### config.mk
export PLATFORM = sky130hd
export DESIGN_NAME = core_controller_flat
export DESIGN_NICKNAME = d
export VERILOG_FILES = /design/src/rtl/core_controller_if.sv /design/src/rtl/core_controller.sv /design/src/flat_wrapper.sv
export SDC_FILE = /design/constraint.sdc
export NUM_CORES = 1
export LEC_CHECK = 0
export BUFFER_PORTS_ARGS = -buffer_cell sky130_fd_sc_hd__buf_2
export CAP_MARGIN = 20
export CORE_MARGIN = 2
export CORE_UTILIZATION = 44
export DETAILED_ROUTE_END_ITERATION = 7
export GPL_TIMING_DRIVEN = 0
export PLACE_DENSITY = 0.94
export SLEW_MARGIN = 5
export SYNTH_ARGS = -nofsm -noshare
export SYNTH_HDL_FRONTEND = slang
export SYNTH_SLANG_ARGS = --single-unit
### constraint.sdc
create_clock -name clk -period 4.1 [get_ports clk]
set_input_delay 0.205 -clock clk [delete_from_list [all_inputs] [get_ports clk]]
set_output_delay 0.205 -clock clk [all_outputs]
set_load 0.02 [all_outputs]
### src/rtl/core_controller_if.sv
// Bundle between the execute-path sequencer and the fetch stage, decoder, LSU and PC/RF write logic.
// The controller side uses the master modport; the surrounding pipeline uses slave.
interface core_controller_if;
   logic        instr_valid_i;
   logic        instr_ready_o;
   logic        illegal_inst_i;
   logic        ecall_inst_i;
   logic        ebreak_inst_i;
   logic        mret_inst_i;
   logic        jump_inst_i;
   logic        branch_inst_i;
   logic        lsu_r_en_i;
   logic        lsu_w_en_i;
   logic [31:0] alu_result_i;
   logic        lsu_done_i;
   logic        lsu_req_o;
   logic        cycle_counter_o;
   logic        rf_we_en_o;
   logic        pc_we_o;
   logic [1:0]  pc_sel_o;
   logic        trap_o;
   logic [3:0]  trap_cause_o;

   modport master (
      input  instr_valid_i, illegal_inst_i, ecall_inst_i, ebreak_inst_i, mret_inst_i,
             jump_inst_i, branch_inst_i, lsu_r_en_i, lsu_w_en_i, alu_result_i, lsu_done_i,
      output instr_ready_o, lsu_req_o, cycle_counter_o, rf_we_en_o, pc_we_o, pc_sel_o,
             trap_o, trap_cause_o
   );

   modport slave (
      output instr_valid_i, illegal_inst_i, ecall_inst_i, ebreak_inst_i, mret_inst_i,
             jump_inst_i, branch_inst_i, lsu_r_en_i, lsu_w_en_i, alu_result_i, lsu_done_i,
      input  instr_ready_o, lsu_req_o, cycle_counter_o, rf_we_en_o, pc_we_o, pc_sel_o,
             trap_o, trap_cause_o
   );
endinterface

### src/rtl/core_controller.sv
// Multi-cycle sequencer for the BURV execute path: two-cycle jumps/branches, LSU stalls with
// timeout, and trap/MRET redirection of the PC.
module core_controller #(
   parameter int MEM_TIMEOUT = 16,
   parameter int CNT_W       = 5
) (
   input logic clk,
   input logic rst,
   core_controller_if.master bus
);

   typedef enum logic [1:0] {
      S_DECODE,
      S_EXEC2,
      S_MEM,
      S_TRAP
   } state_t;

   state_t           state_q;
   logic             branch_taken_q;
   logic [CNT_W-1:0] mem_cnt_q;
   logic [3:0]       trap_cause_q;

   logic             trap_req;
   logic             mem_access;
   logic             mem_timeout;

   logic             instr_ready;
   logic             lsu_req;
   logic             cycle_counter;
   logic             rf_we_en;
   logic             pc_we;
   logic [1:0]       pc_sel;
   logic             trap;

   logic             unused_alu_bits;

   assign trap_req    = bus.illegal_inst_i | bus.ecall_inst_i | bus.ebreak_inst_i;
   assign mem_access  = bus.lsu_r_en_i | bus.lsu_w_en_i;
   // The counter holds the index of the current S_MEM cycle, so the last allowed cycle is MEM_TIMEOUT-1.
   assign mem_timeout = (mem_cnt_q == CNT_W'(MEM_TIMEOUT - 1));

   assign unused_alu_bits = ^bus.alu_result_i[31:1];

   // State register plus the flags that must survive into the second cycle of an instruction.
   always_ff @(posedge clk) begin
      if (rst) begin
         state_q        <= S_DECODE;
         branch_taken_q <= 1'b0;
         mem_cnt_q      <= '0;
         trap_cause_q   <= 4'd0;
      end else begin
         case (state_q)
            S_DECODE: begin
               if (bus.instr_valid_i) begin
                  if (bus.illegal_inst_i) begin
                     trap_cause_q <= 4'd2;
                     state_q      <= S_TRAP;
                  end else if (bus.ecall_inst_i) begin
                     trap_cause_q <= 4'd11;
                     state_q      <= S_TRAP;
                  end else if (bus.ebreak_inst_i) begin
                     trap_cause_q <= 4'd3;
                     state_q      <= S_TRAP;
                  end else if (bus.mret_inst_i) begin
                     state_q <= S_DECODE;
                  end else if (bus.jump_inst_i) begin
                     state_q <= S_EXEC2;
                  end else if (bus.branch_inst_i) begin
                     branch_taken_q <= bus.alu_result_i[0];
                     state_q        <= S_EXEC2;
                  end else if (mem_access) begin
                     mem_cnt_q <= '0;
                     state_q   <= S_MEM;
                  end
               end
            end
            S_EXEC2: state_q <= S_DECODE;
            S_MEM: begin
               mem_cnt_q <= mem_cnt_q + 1'b1;
               if (bus.lsu_done_i) begin
                  state_q <= S_DECODE;
               end else if (mem_timeout) begin
                  trap_cause_q <= bus.lsu_r_en_i ? 4'd5 : 4'd7;
                  state_q      <= S_TRAP;
               end
            end
            S_TRAP:  state_q <= S_DECODE;
            default: state_q <= S_DECODE;
         endcase
      end
   end

   // Output decode; everything is forced low while reset is held so nothing is written.
   always_comb begin
      instr_ready   = 1'b0;
      lsu_req       = 1'b0;
      cycle_counter = 1'b0;
      rf_we_en      = 1'b0;
      pc_we         = 1'b0;
      pc_sel        = 2'd0;
      trap          = 1'b0;
      if (!rst) begin
         case (state_q)
            S_DECODE: begin
               if (bus.instr_valid_i && !trap_req) begin
                  if (bus.mret_inst_i) begin
                     pc_we       = 1'b1;
                     pc_sel      = 2'd3;
                     instr_ready = 1'b1;
                  end else if (bus.jump_inst_i) begin
                     rf_we_en = 1'b1;
                  end else if (bus.branch_inst_i) begin
                     rf_we_en = 1'b0;
                  end else if (mem_access) begin
                     lsu_req = 1'b1;
                  end else begin
                     rf_we_en    = 1'b1;
                     pc_we       = 1'b1;
                     instr_ready = 1'b1;
                  end
               end
            end
            S_EXEC2: begin
               cycle_counter = 1'b1;
               pc_we         = 1'b1;
               instr_ready   = 1'b1;
               pc_sel        = (bus.jump_inst_i || branch_taken_q) ? 2'd1 : 2'd0;
            end
            S_MEM: begin
               if (bus.lsu_done_i) begin
                  rf_we_en    = bus.lsu_r_en_i;
                  pc_we       = 1'b1;
                  instr_ready = 1'b1;
               end
            end
            S_TRAP: begin
               trap        = 1'b1;
               pc_we       = 1'b1;
               pc_sel      = 2'd2;
               instr_ready = 1'b1;
            end
            default: begin
               trap = 1'b0;
            end
         endcase
      end
   end

   assign bus.instr_ready_o   = instr_ready;
   assign bus.lsu_req_o       = lsu_req;
   assign bus.cycle_counter_o = cycle_counter;
   assign bus.rf_we_en_o      = rf_we_en;
   assign bus.pc_we_o         = pc_we;
   assign bus.pc_sel_o        = pc_sel;
   assign bus.trap_o          = trap;
   assign bus.trap_cause_o    = rst ? 4'd0 : trap_cause_q;

endmodule
### src/flat_wrapper.sv
// flat-port wrapper written by rule: the top's interface ports become plain ports
module core_controller_flat 
#(
   parameter int MEM_TIMEOUT = 16,
   parameter int CNT_W       = 5
)
  (clk, rst, bus_instr_valid_i, bus_illegal_inst_i, bus_ecall_inst_i, bus_ebreak_inst_i, bus_mret_inst_i, bus_jump_inst_i, bus_branch_inst_i, bus_lsu_r_en_i, bus_lsu_w_en_i, bus_alu_result_i, bus_lsu_done_i, bus_instr_ready_o, bus_lsu_req_o, bus_cycle_counter_o, bus_rf_we_en_o, bus_pc_we_o, bus_pc_sel_o, bus_trap_o, bus_trap_cause_o);
  core_controller_if bus_i ();
  input logic clk;
  input logic rst;
  input wire logic [$bits(bus_i.instr_valid_i)-1:0] bus_instr_valid_i;
  input wire logic [$bits(bus_i.illegal_inst_i)-1:0] bus_illegal_inst_i;
  input wire logic [$bits(bus_i.ecall_inst_i)-1:0] bus_ecall_inst_i;
  input wire logic [$bits(bus_i.ebreak_inst_i)-1:0] bus_ebreak_inst_i;
  input wire logic [$bits(bus_i.mret_inst_i)-1:0] bus_mret_inst_i;
  input wire logic [$bits(bus_i.jump_inst_i)-1:0] bus_jump_inst_i;
  input wire logic [$bits(bus_i.branch_inst_i)-1:0] bus_branch_inst_i;
  input wire logic [$bits(bus_i.lsu_r_en_i)-1:0] bus_lsu_r_en_i;
  input wire logic [$bits(bus_i.lsu_w_en_i)-1:0] bus_lsu_w_en_i;
  input wire logic [$bits(bus_i.alu_result_i)-1:0] bus_alu_result_i;
  input wire logic [$bits(bus_i.lsu_done_i)-1:0] bus_lsu_done_i;
  output wire logic [$bits(bus_i.instr_ready_o)-1:0] bus_instr_ready_o;
  output wire logic [$bits(bus_i.lsu_req_o)-1:0] bus_lsu_req_o;
  output wire logic [$bits(bus_i.cycle_counter_o)-1:0] bus_cycle_counter_o;
  output wire logic [$bits(bus_i.rf_we_en_o)-1:0] bus_rf_we_en_o;
  output wire logic [$bits(bus_i.pc_we_o)-1:0] bus_pc_we_o;
  output wire logic [$bits(bus_i.pc_sel_o)-1:0] bus_pc_sel_o;
  output wire logic [$bits(bus_i.trap_o)-1:0] bus_trap_o;
  output wire logic [$bits(bus_i.trap_cause_o)-1:0] bus_trap_cause_o;
  assign bus_i.instr_valid_i = bus_instr_valid_i;
  assign bus_i.illegal_inst_i = bus_illegal_inst_i;
  assign bus_i.ecall_inst_i = bus_ecall_inst_i;
  assign bus_i.ebreak_inst_i = bus_ebreak_inst_i;
  assign bus_i.mret_inst_i = bus_mret_inst_i;
  assign bus_i.jump_inst_i = bus_jump_inst_i;
  assign bus_i.branch_inst_i = bus_branch_inst_i;
  assign bus_i.lsu_r_en_i = bus_lsu_r_en_i;
  assign bus_i.lsu_w_en_i = bus_lsu_w_en_i;
  assign bus_i.alu_result_i = bus_alu_result_i;
  assign bus_i.lsu_done_i = bus_lsu_done_i;
  assign bus_instr_ready_o = bus_i.instr_ready_o;
  assign bus_lsu_req_o = bus_i.lsu_req_o;
  assign bus_cycle_counter_o = bus_i.cycle_counter_o;
  assign bus_rf_we_en_o = bus_i.rf_we_en_o;
  assign bus_pc_we_o = bus_i.pc_we_o;
  assign bus_pc_sel_o = bus_i.pc_sel_o;
  assign bus_trap_o = bus_i.trap_o;
  assign bus_trap_cause_o = bus_i.trap_cause_o;
  core_controller #(.MEM_TIMEOUT(MEM_TIMEOUT), .CNT_W(CNT_W)) u_core (.clk(clk), .rst(rst), .bus(bus_i));
endmodule
==> results of run 1 <==
-- critical path, cell delays in order, from the launching register on --
cell,delay [ps]
dfxtp_1,310
buf_4,170
nor3_2,350
o2111ai_1,190
a211oi_1,280
buf_2,210
-- metrics by stage --
step / area [µm²] / worst slack, ps
final: 1011 / 2108
after global routing: 1011 / 2034
after CTS: 1011 / 2129
after detailed placement: 988.4 / 2242
after global placement: 988.4 / 2286
after floorplan: 842.1 / 2152
-- registers in the layout (all words and copies together), names as in the netlist --
register,cells
u_core.mem_cnt_q,5
u_core.trap_cause_q,4
u_core.state_q,2
u_core.branch_taken_q,1
-- kinds of logic (layout without fill, tap and decap cells) --
kind of cell,count (synthesis),after routing
and+or+nand+nor,45,45
DFF,12,12
buffers and inverters,13,39
adders and majority gates,2,2
muxes,2,2
AOI/OAI and AO/OA,36,36
-- worst max path at each step --
stage | startpoint | to | slack, ps | depth (start not counted)
after floorplan | u_core.state_q[0]$_SDFFE_PP0P_ | bus_pc_sel_o[0] | 2150 | 3
final | u_core.state_q[0]$_SDFFE_PP0P_ | bus_rf_we_en_o | 2110 | 5
after detailed placement | u_core.mem_cnt_q[0]$_SDFFE_PP0P_ | u_core.trap_cause_q[3]$_SDFFE_PP0P_ | 2240 | 7
after CTS | u_core.state_q[0]$_SDFFE_PP0P_ | bus_rf_we_en_o | 2130 | 5
after global routing | u_core.state_q[0]$_SDFFE_PP0P_ | bus_rf_we_en_o | 2030 | 5
after global placement | u_core.mem_cnt_q[0]$_SDFFE_PP0P_ | u_core.trap_cause_q[3]$_SDFFE_PP0P_ | 2290 | 7
-- layer usage --
metal / routed length, µm / share of wire (%) / vias to the layer above
li1: - / - / 458
met1: 877 / 41 / 438
met2: 1009 / 47 / 55
met3: 192 / 9.0 / 10
met4: 55 / 2.6 / 0
met5: 0 / 0 / -
-- report_power, final --
part           leakage, nW  total (mW)  switching, mW  internal, mW
Combinational        0.308       0.161         0.0995        0.0618
Sequential          0.0979       0.140         0.0103         0.130
Clock               0.0138      0.0749         0.0408        0.0341
-- cell type report --
class                   instances  area share, %
multi-input cells              85          53.47
flip-flops and latches         12          23.76
repair buffers                 23          11.39
plain buffers                   9          4.579
well taps                      25          3.094
clock buffers                   3          2.228
inverters                       4          1.485
-- cells in the final DEF (no fill, tap or decap), types with 3 or more instances in the layout --
cell type / synthesis / final
a21oi_1: 16 / 16
a31oi_1: 3 / 3
buf_2: 4 / 27
clkbuf_1: 3 / 3
clkbuf_4: 0 / 3
dfxtp_1: 12 / 12
inv_1: 4 / 4
nand2_1: 5 / 5
nand4_1: 4 / 4
nor2_1: 9 / 9
nor2b_1: 7 / 7
nor3b_1: 3 / 3
o21a_1: 3 / 3
o21ai_1: 4 / 4
==> results.md, run 1 <==
- Count of final setup violators: 0
- Die ar.: between 2000 and 2500 µm²
- Hold Path Class: input port to flip-flop
- Register Area: around 240 µm²
- Final hold viol count: 0
- Global-route wire length before repair: ~3.4 mm
- Post-synth EDFFs: 0
- Post-DR vias/cell: approximately 6.0
- Worst-Skew Late Latency: around 280 ps
- Placed instance count: 158
- CTS tree: yes
- Longest Clk Path Bufs: 2
- H-tree levels: 1
- Synth Register Bits: 12
- M3 GR Usage: under 10%
- Simple-gate share of the synthesized area: 31.80%
- Drt drc: 0
- Hold buffers post-CTS: 0
- Pwr Total: roughly 0.38 mW
- Worst Hold Margin: between 150 and 200 ps
- Post-synth cell types: 38
- Mux share of post-synthesis cell area: roughly 2.5%
- I/O Pins: 56
- Syn Inst Count: 110
- Fmax: approximately 0.50 GHz
- Actual slew at the worst max-slew pin: around 500 ps
- Placer congestion estimate: between 0.8 and 0.9
- Max-Cap Viols: 0
- Layout cell share with drive strength beyond 1: a little over a quarter
- DR vias: between 900 and 1k
- Final core utilization: between 50% and 60%
- TritonCTS buffer count: 3
- Most used routing layer: met2
- Max Slew Vio Count: 0
- Reg2reg path depth: 7
- Net Count, Synth: ~160
- Synth top cells by count: a21oi_1 (16), dfxtp_1 (12), nor2_1 (9)
- Power per cell area: ~370 nW/µm²
- Fin Clk Skew: 2.998 ps
- Final setup TNS: 0 ps
- HPWL after DPL: between 1.5 and 2 mm
- Async SR Flop Fraction: 0%
- Capture point of the worst reg-to-reg path: u_core.trap_cause_q[3]$_SDFFE_PP0P_
- GRT Overall Usage: 21.12%
- Worst R2R Setup Slack: roughly 2200 ps
- Pin count of the biggest net entering global routing: 11
- Max VDD drop: between 0.15 and 0.2 mV
- Clock transition at path regs: 80 ps
- Core area: 1764 µm²
- Root Buffer: clkbuf_4
- Area of the multi-input gates: 540.5 µm²
- Critical path type: flip-flop to output pin
- Worst rel slew slack: 67.45%
- Period Utilization, post-route: between 40 and 50%
- Cell Rows: 15
- Status: completed
- Synth top area share: 28.53%
- Syn avg cell area: 7.655 µm²
- Port bufs: 23
- P_leak: around 0.42 nW
- Number of global-route vias before repair: 845
- Antenna diodes: 0
- Hold EP: u_core.branch_taken_q$_SDFFE_PP0P_
- Initial core utilization: 47.73%
- Drt pass-1 iters: 4
- GR Util met1: approximately 25%
- # resized after CTS: 0
- Grt ovf: 0
- Hold depth: 3
- Layout area overhead: 20.06%
- Die height: ~48 µm
- RSZ-0062 raised after global routing: false
- Final-stage net count: around 180
- Main synth FF type: dfxtp_1
- Adder-cell area share of the yosys netlist: a little under 3%
- Worst Path Required: ~3900 ps
- Xor/xnor cell area share of the yosys netlist: 0%
- CTS sink cnt: 12
- Synthesis warning total: 0
- Fill cells: roughly 180
- Initial DRC count: 39
- Critical-path maximum fanout: 10
- Startpoint Class: flip-flop
- Worst Min Path Start: bus_alu_result_i[0]
- Non-filler instance count after layout: roughly 160
- Synth top area cells: dfxtp_1 (29%), a21oi_1 (9.5%), nor2b_1 (5.2%), nor2_1 (4.0%), ha_1 (3.0%)
- Post-CTS Setup Bufs: 0
- Die X: roughly 48 µm
- Sequential cell area fraction in the yosys report: around 29%
- Grt met2 use: between 30% and 40%
- Final WL: between 2 and 2.5 mm
- Critical Path AT: ~1800 ps
- Cell taking the most area after synthesis: dfxtp_1
- Largest family of logic cells by synthesized area: simple AND/OR/NAND/NOR gates
- Final min period: roughly 2000 ps
- Mapped Area: around 840 µm²
- Initial antenna violation count: 0
- Routed Antenna Nets: 0
- Compound-Gate Fraction of Synth Area: 26.89%
- CP Capture Type: output pin
- Top-count cell post-synth: a21oi_1
- Wire length per cell: between 10 and 15 µm
- Worst r2r src: u_core.mem_cnt_q[0]$_SDFFE_PP0P_
Note: power is estimated with default switching activity, not from simulation.
==> inputs of run 2 (changes only) <==
- CORE_UTILIZATION: 44 -> 41
- PLACE_DENSITY: 0.94 -> 0.89
- clock period: 4.1 -> 2.1 ns (I/O delays scaled with it)
==> run 2 against run 1 <==
  * Sequential power increased by 95%
  * Die area increased by 6.7%
  * Critical path depth increased by 2
  * Flip-flop and latch count unchanged
  * Clock skew decreased by 0.51 ps
  * Via count decreased by 3.5%
  * Global-route usage decreased by 2.9 points
  * Core utilization decreased by 5.1 points
  * Non-clock buffer count unchanged
  * Clock-buffer cell count unchanged
  * First-iteration DRC count increased by 10%
  * Critical path type is now flip-flop to flip-flop
  * Largest cell class unchanged
  * Highest routed layer unchanged
==> results.md, run 2 (synthesis results as in run 1) <==
- Critical Path AT: 2080 ps
- Antenna diodes: 0
- I/O Pins: between 50 and 60
- Worst rel slew slack: between 60% and 70%
- CTS tree: yes
- Startpoint Class: flip-flop
- Number of global-route vias before repair: 900
- Final setup TNS: 0 ps
- Critical path type: flip-flop to flip-flop
- TritonCTS buffer count: 3
- Cell Rows: 16
- Setup WS post-layout: 191.0 ps
- Place WS: 226.9 ps
- Final WL: between 2 and 2.5 mm
- Largest register FFs: 5
- Core area: 1942 µm²
- Worst-Skew Late Latency: 280 ps
- Worst Path Required: between 2000 and 2500 ps
- RSZ-0062 raised after global routing: false
- CTS sink cnt: 12
- Largest registers: u_core.mem_cnt_q: 5 flops, u_core.trap_cause_q: 4 flops, u_core.state_q: 2 flops
- Port bufs: 23
- Initial DRC count: 43
- CP Capture Type: flip-flop
- Clock transition at path regs: 80 ps
- Die ar.: 2432 µm²
- Count of final setup violators: 0
- Fmax: 0.5238 GHz
- Max VDD drop: roughly 0.50 mV
- Root Buffer: clkbuf_4
- Actual slew at the worst max-slew pin: between 400 and 500 ps
- Initial antenna violation count: 0
- # resized after CTS: 0
- Worst R2R Setup Slack: ~190 ps
- Pwr Total: 0.7389 mW
- Worst Hold Margin: around 53 ps
- Most flop-heavy register: u_core.mem_cnt_q
- Design area: 1013 µm²
- Post-CTS Setup Bufs: 0
- Longest Clk Path Bufs: 2
- Grt ovf: 0
- Period Utilization, post-route: between 90 and 100%
- Final-stage net count: between 150 and 200
- Critical-path maximum fanout: 5
- Cell Area, Placed: between 900 and 1000 µm²
- Placed instance count: 160
- Die height: 49.32 µm
- Hold Path Class: input port to flip-flop
- H-tree levels: 1
- Fill cells: a little over 200
- HPWL after DPL: approximately 1.7 mm
- Register Area: approximately 240 µm²
- Area of the multi-input gates: about 540 µm²
- Drt pass-1 iters: 4
- P_leak: between 0.4 and 0.5 nW
- Fin Clk Skew: roughly 2.5 ps
- GRT Overall Usage: a little under a fifth
- Post-DR vias/cell: 5.687
- Placer congestion estimate: between 0.8 and 0.9
- Die X: 49.32 µm
- Routed Antenna Nets: 0
- Most common cell after layout, fill and taps aside: buf_2
- Drt drc: 0
- Power per cell area: ~730 nW/µm²
- Max Slew Vio Count: 0
- Non-filler instance count after layout: between 150 and 200
- Initial core utilization: between 40% and 50%
- Final hold viol count: 0
- Hold buffers post-CTS: 0
- Layout area overhead: 20.36%
- Commonest non-fill, non-tap cells in the layout: buf_2 (27), a21oi_1 (16), dfxtp_1 (12), nor2_1 (9), nor2b_1 (7)
- Final min period: approximately 1900 ps
- Wire length per cell: 13.51 µm
- Status: completed
- DR vias: around 900
- Layout cell share with drive strength beyond 1: 27.21%
- Pin count of the biggest net entering global routing: 11
- Global-route wire length before repair: around 3.5 mm
- Max-Cap Viols: 0
- Final core utilization: a little over half
==> run 2: cell counts in the layout (fill, tap and decap cells not counted) <==
No cell type changed its count.
==> run 2: layer usage <==
layer  global-route usage, %  share of wire, %
met3                   2.454               7.5
met2                   32.88                50
met1                   21.32                41
met5                       0                 0
met4                   7.143               1.3
==> run 2: critical path, cell delays in order, from the launching register on <==
cell and delay [ps]:
dfxtp_1 410, ha_1 200, and3_1 170, ha_1 150, nor2b_1 210, nand2_1 120
a21oi_4 190, mux2_1 330
==> run 2: power breakdown <==
group	total [mW]	internal (mW)	switching, mW
clock network	0.149	0.0665	0.0825
logic	0.317	0.120	0.197
registers	0.273	0.253	0.0196
total	0.739	0.440	0.299
==> run 2: path summary, 6_finish.rpt <==
| check | start | depth (start not counted) | endpoint |
|---|---|---|---|
| worst max-delay path | u_core.mem_cnt_q[0]$_SDFFE_PP0P_ | 7 | u_core.trap_cause_q[3]$_SDFFE_PP0P_ |
| worst min-delay path | bus_alu_result_i[0] | 3 | u_core.branch_taken_q$_SDFFE_PP0P_ |
| worst max register to register | u_core.mem_cnt_q[0]$_SDFFE_PP0P_ | 7 | u_core.trap_cause_q[3]$_SDFFE_PP0P_ |
| worst min register to register | u_core.trap_cause_q[1]$_SDFFE_PP0P_ | 1 | u_core.trap_cause_q[1]$_SDFFE_PP0P_ |
==> run 2: area by class of cell <==
| cell class | instances | share of cell area (%) |
|---|---|---|
| clock buffers | 3 | 2.222 |
| well taps | 27 | 3.333 |
| flip-flops and latches | 12 | 23.70 |
| inverters | 4 | 1.481 |
| multi-input cells | 85 | 53.33 |
| plain buffers | 9 | 4.568 |
| repair buffers | 23 | 11.36 |
==> inputs of run 3 (changes only) <==
- RECOVER_POWER: unset -> 25
==> run 3 against run 2 <==
  * Core utilization fell by 0.26 points
  * Worst setup slack improved by 9.7 ps
  * Total power increased by 0.28%
  * Routed wire length decreased by 0.23%
  * Largest cell class unchanged
  * Flip-flop and latch count stayed put
  * Sequential share of layout area grew 0.12 points
==> results.md, run 3 (synthesis results as in run 1) <==
- Final min period: about 1900 ps
- H-tree levels: 1
- Largest register FFs: 5
- Status: completed
- CP Capture Point: u_core.trap_cause_q[3]$_SDFFE_PP0P_
- CP top delay family: simple AND/OR/NAND/NOR gates
- RSZ-0062 raised after global routing: false
- Layout cell share with drive strength beyond 1: between 20 and 25%
- Final hold viol count: 0
- Critical-path maximum fanout: 5
- Critical Path Source: u_core.mem_cnt_q[0]$_SDFFE_PP0P_
- I/O Pins: 56
- HPWL after DPL: 1.678 mm
- Post-DR vias/cell: 5.699
- Hold buffers post-CTS: 0
- Max-Cap Viols: 0
- Fill cells: 210
- Die height: around 49 µm
- TritonCTS buffer count: 3
- Slowest CP cell: dfxtp_1
- Final setup TNS: 0 ps
- Pin count of the biggest net entering global routing: 11
- Crit path buf inv count: 0
- Worst rel slew slack: between 60% and 70%
- Most common cell after layout, fill and taps aside: buf_2
- Actual slew at the worst max-slew pin: between 400 and 500 ps
- Drt drc: 0
- WP depth: 7
- Commonest non-fill, non-tap cells in the layout: buf_2 (23), a21oi_1 (16), dfxtp_1 (12), nor2_1 (9)
- Cell Rows: 16
- Grt ovf: 0
- Worst Path Required: about 2300 ps
- DR vias: 929
- Sequential Power Share: a little under two fifths
- # resized after CTS: 0
- Final WL: 2.197 mm
- Setup WS post-layout: around 200 ps
- Capture point of the worst reg-to-reg path: u_core.trap_cause_q[3]$_SDFFE_PP0P_
- Layout area overhead: 19.76%
- Sw Share: just over 40%
- Die X: roughly 49 µm
- Cell Area, Placed: around 990 µm²
- Clock transition at path regs: around 80 ps
- GRT Overall Usage: 18.17%
- CTS sink cnt: 12
- Number of global-route vias before repair: 900
- Max incr delay on CP: between 400 and 500 ps
- Initial DRC count: 43
- Period Utilization, post-route: roughly nine tenths
- Logic pwr share: between 40% and 50%
- Core area: 1942 µm²
- Worst R2R Setup Slack: 200 ps
- Worst-Skew Late Latency: ~280 ps
- Internal: around 0.44 mW
- Power per cell area: between 700 and 800 nW/µm²
- Wire length per cell: 13.48 µm
- CP dominant cell by count: ha_1
- Die ar.: around 2400 µm²
- Place WS: approximately 230 ps
- Design area: around 1000 µm²
- Max Slew Vio Count: 0
- Initial antenna violation count: 0
- Hold Path Class: input port to flip-flop
- Port bufs: 23
- CP Capture Type: flip-flop
- Critical path type: flip-flop to flip-flop
- Drt pass-1 iters: 4
- Count of final setup violators: 0
- CTS tree: yes
- Initial core utilization: between 40% and 50%
- Fin Clk Skew: 0.5310 ps
- Longest Clk Path Bufs: 2
- Max VDD drop: 0.5024 mV
- Routed Antenna Nets: 0
- Fmax: around 0.53 GHz
- Non-filler instance count after layout: 163
- Reg2reg path depth: 7
- Root Buffer: clkbuf_4
- Largest registers: u_core.mem_cnt_q: 5 flops, u_core.trap_cause_q: 4 flops, u_core.state_q: 2 flops
- Critical Path AT: ~2100 ps
- Global-route wire length before repair: approximately 3.5 mm
- Antenna diodes: 0
- Crit-path cells: ha_1, and3_1, ha_1, nor2b_1, nand2_1, a21oi_4, mux2_1
- Final-stage net count: 184
- P_leak: around 0.40 nW
- Clock network power share: about a fifth
- Worst r2r src: u_core.mem_cnt_q[0]$_SDFFE_PP0P_
- Switching power total: between 0.3 and 0.4 mW
- Startpoint Class: flip-flop
- Placed instance count: 160
- Post-CTS Setup Bufs: 0
- Most flop-heavy register: u_core.mem_cnt_q
- Placer congestion estimate: between 0.8 and 0.9
==> run 3: final cells by class <==
cell class / count / area, µm² / area share, %
repair buffers: 23 / 110.1 / 10.92
clock buffers: 3 / 22.52 / 2.233
flip-flops and latches: 12 / 240.2 / 23.82
multi-input cells: 85 / 540.5 / 53.60
well taps: 27 / 33.78 / 3.350
inverters: 4 / 15.01 / 1.489
plain buffers: 9 / 46.29 / 4.591
==> run 3: metal layers <==
layer	share of wire (%)	GRT usage, %
met4	1.7	7.143
met1	42	21.32
met2	49	32.88
met3	7.0	2.454
met5	0	0
==> run 3: metrics by stage <==
| stage | hold WS, ps | power [mW] | utilization (%) |
|---|---|---|---|
| final | 51.21 | 0.7409 | 51.93 |
| after global routing | 86.45 | 0.7766 | 51.93 |
| after CTS | 63.76 | 0.7300 | 52.19 |
| after detailed placement | 346.3 | 0.5882 | 51.03 |
| after global placement | 341.8 | 0.5758 | 51.03 |
| after floorplan | 248.9 | 0.5047 | - |
==> run 3: how the worst min path moves through the flow <==
stage,from,end,slack (ps),cells after the start
2_1_floorplan,bus_alu_result_i[0],u_core.branch_taken_q$_SDFFE_PP0P_,250,2
3_3_place_gp,bus_alu_result_i[0],u_core.branch_taken_q$_SDFFE_PP0P_,340,3
3_5_place_dp,bus_alu_result_i[0],u_core.branch_taken_q$_SDFFE_PP0P_,350,3
4_1_cts,bus_alu_result_i[0],u_core.branch_taken_q$_SDFFE_PP0P_,60,3
5_1_grt,bus_alu_result_i[0],u_core.branch_taken_q$_SDFFE_PP0P_,90,3
6_report,bus_alu_result_i[0],u_core.branch_taken_q$_SDFFE_PP0P_,50,3
==> run 3: power groups by stage <==
stage | clock network (mW) | logic, mW | registers, mW
after floorplan | 0 | 0.233 | 0.272
after global placement | 0 | 0.301 | 0.275
after detailed placement | 0 | 0.311 | 0.277
after CTS | 0.145 | 0.313 | 0.272
after global routing | 0.156 | 0.346 | 0.275
final | 0.151 | 0.317 | 0.273
==> run 3: tightest hold or removal path: cells and delay by family <==
| kind | cells | cell delay [ps] |
|---|---|---|
| buffers and inverters | 1 | 80 |
| multiplexers | 1 | 50 |
| AND/OR/NAND/NOR | 1 | 70 |
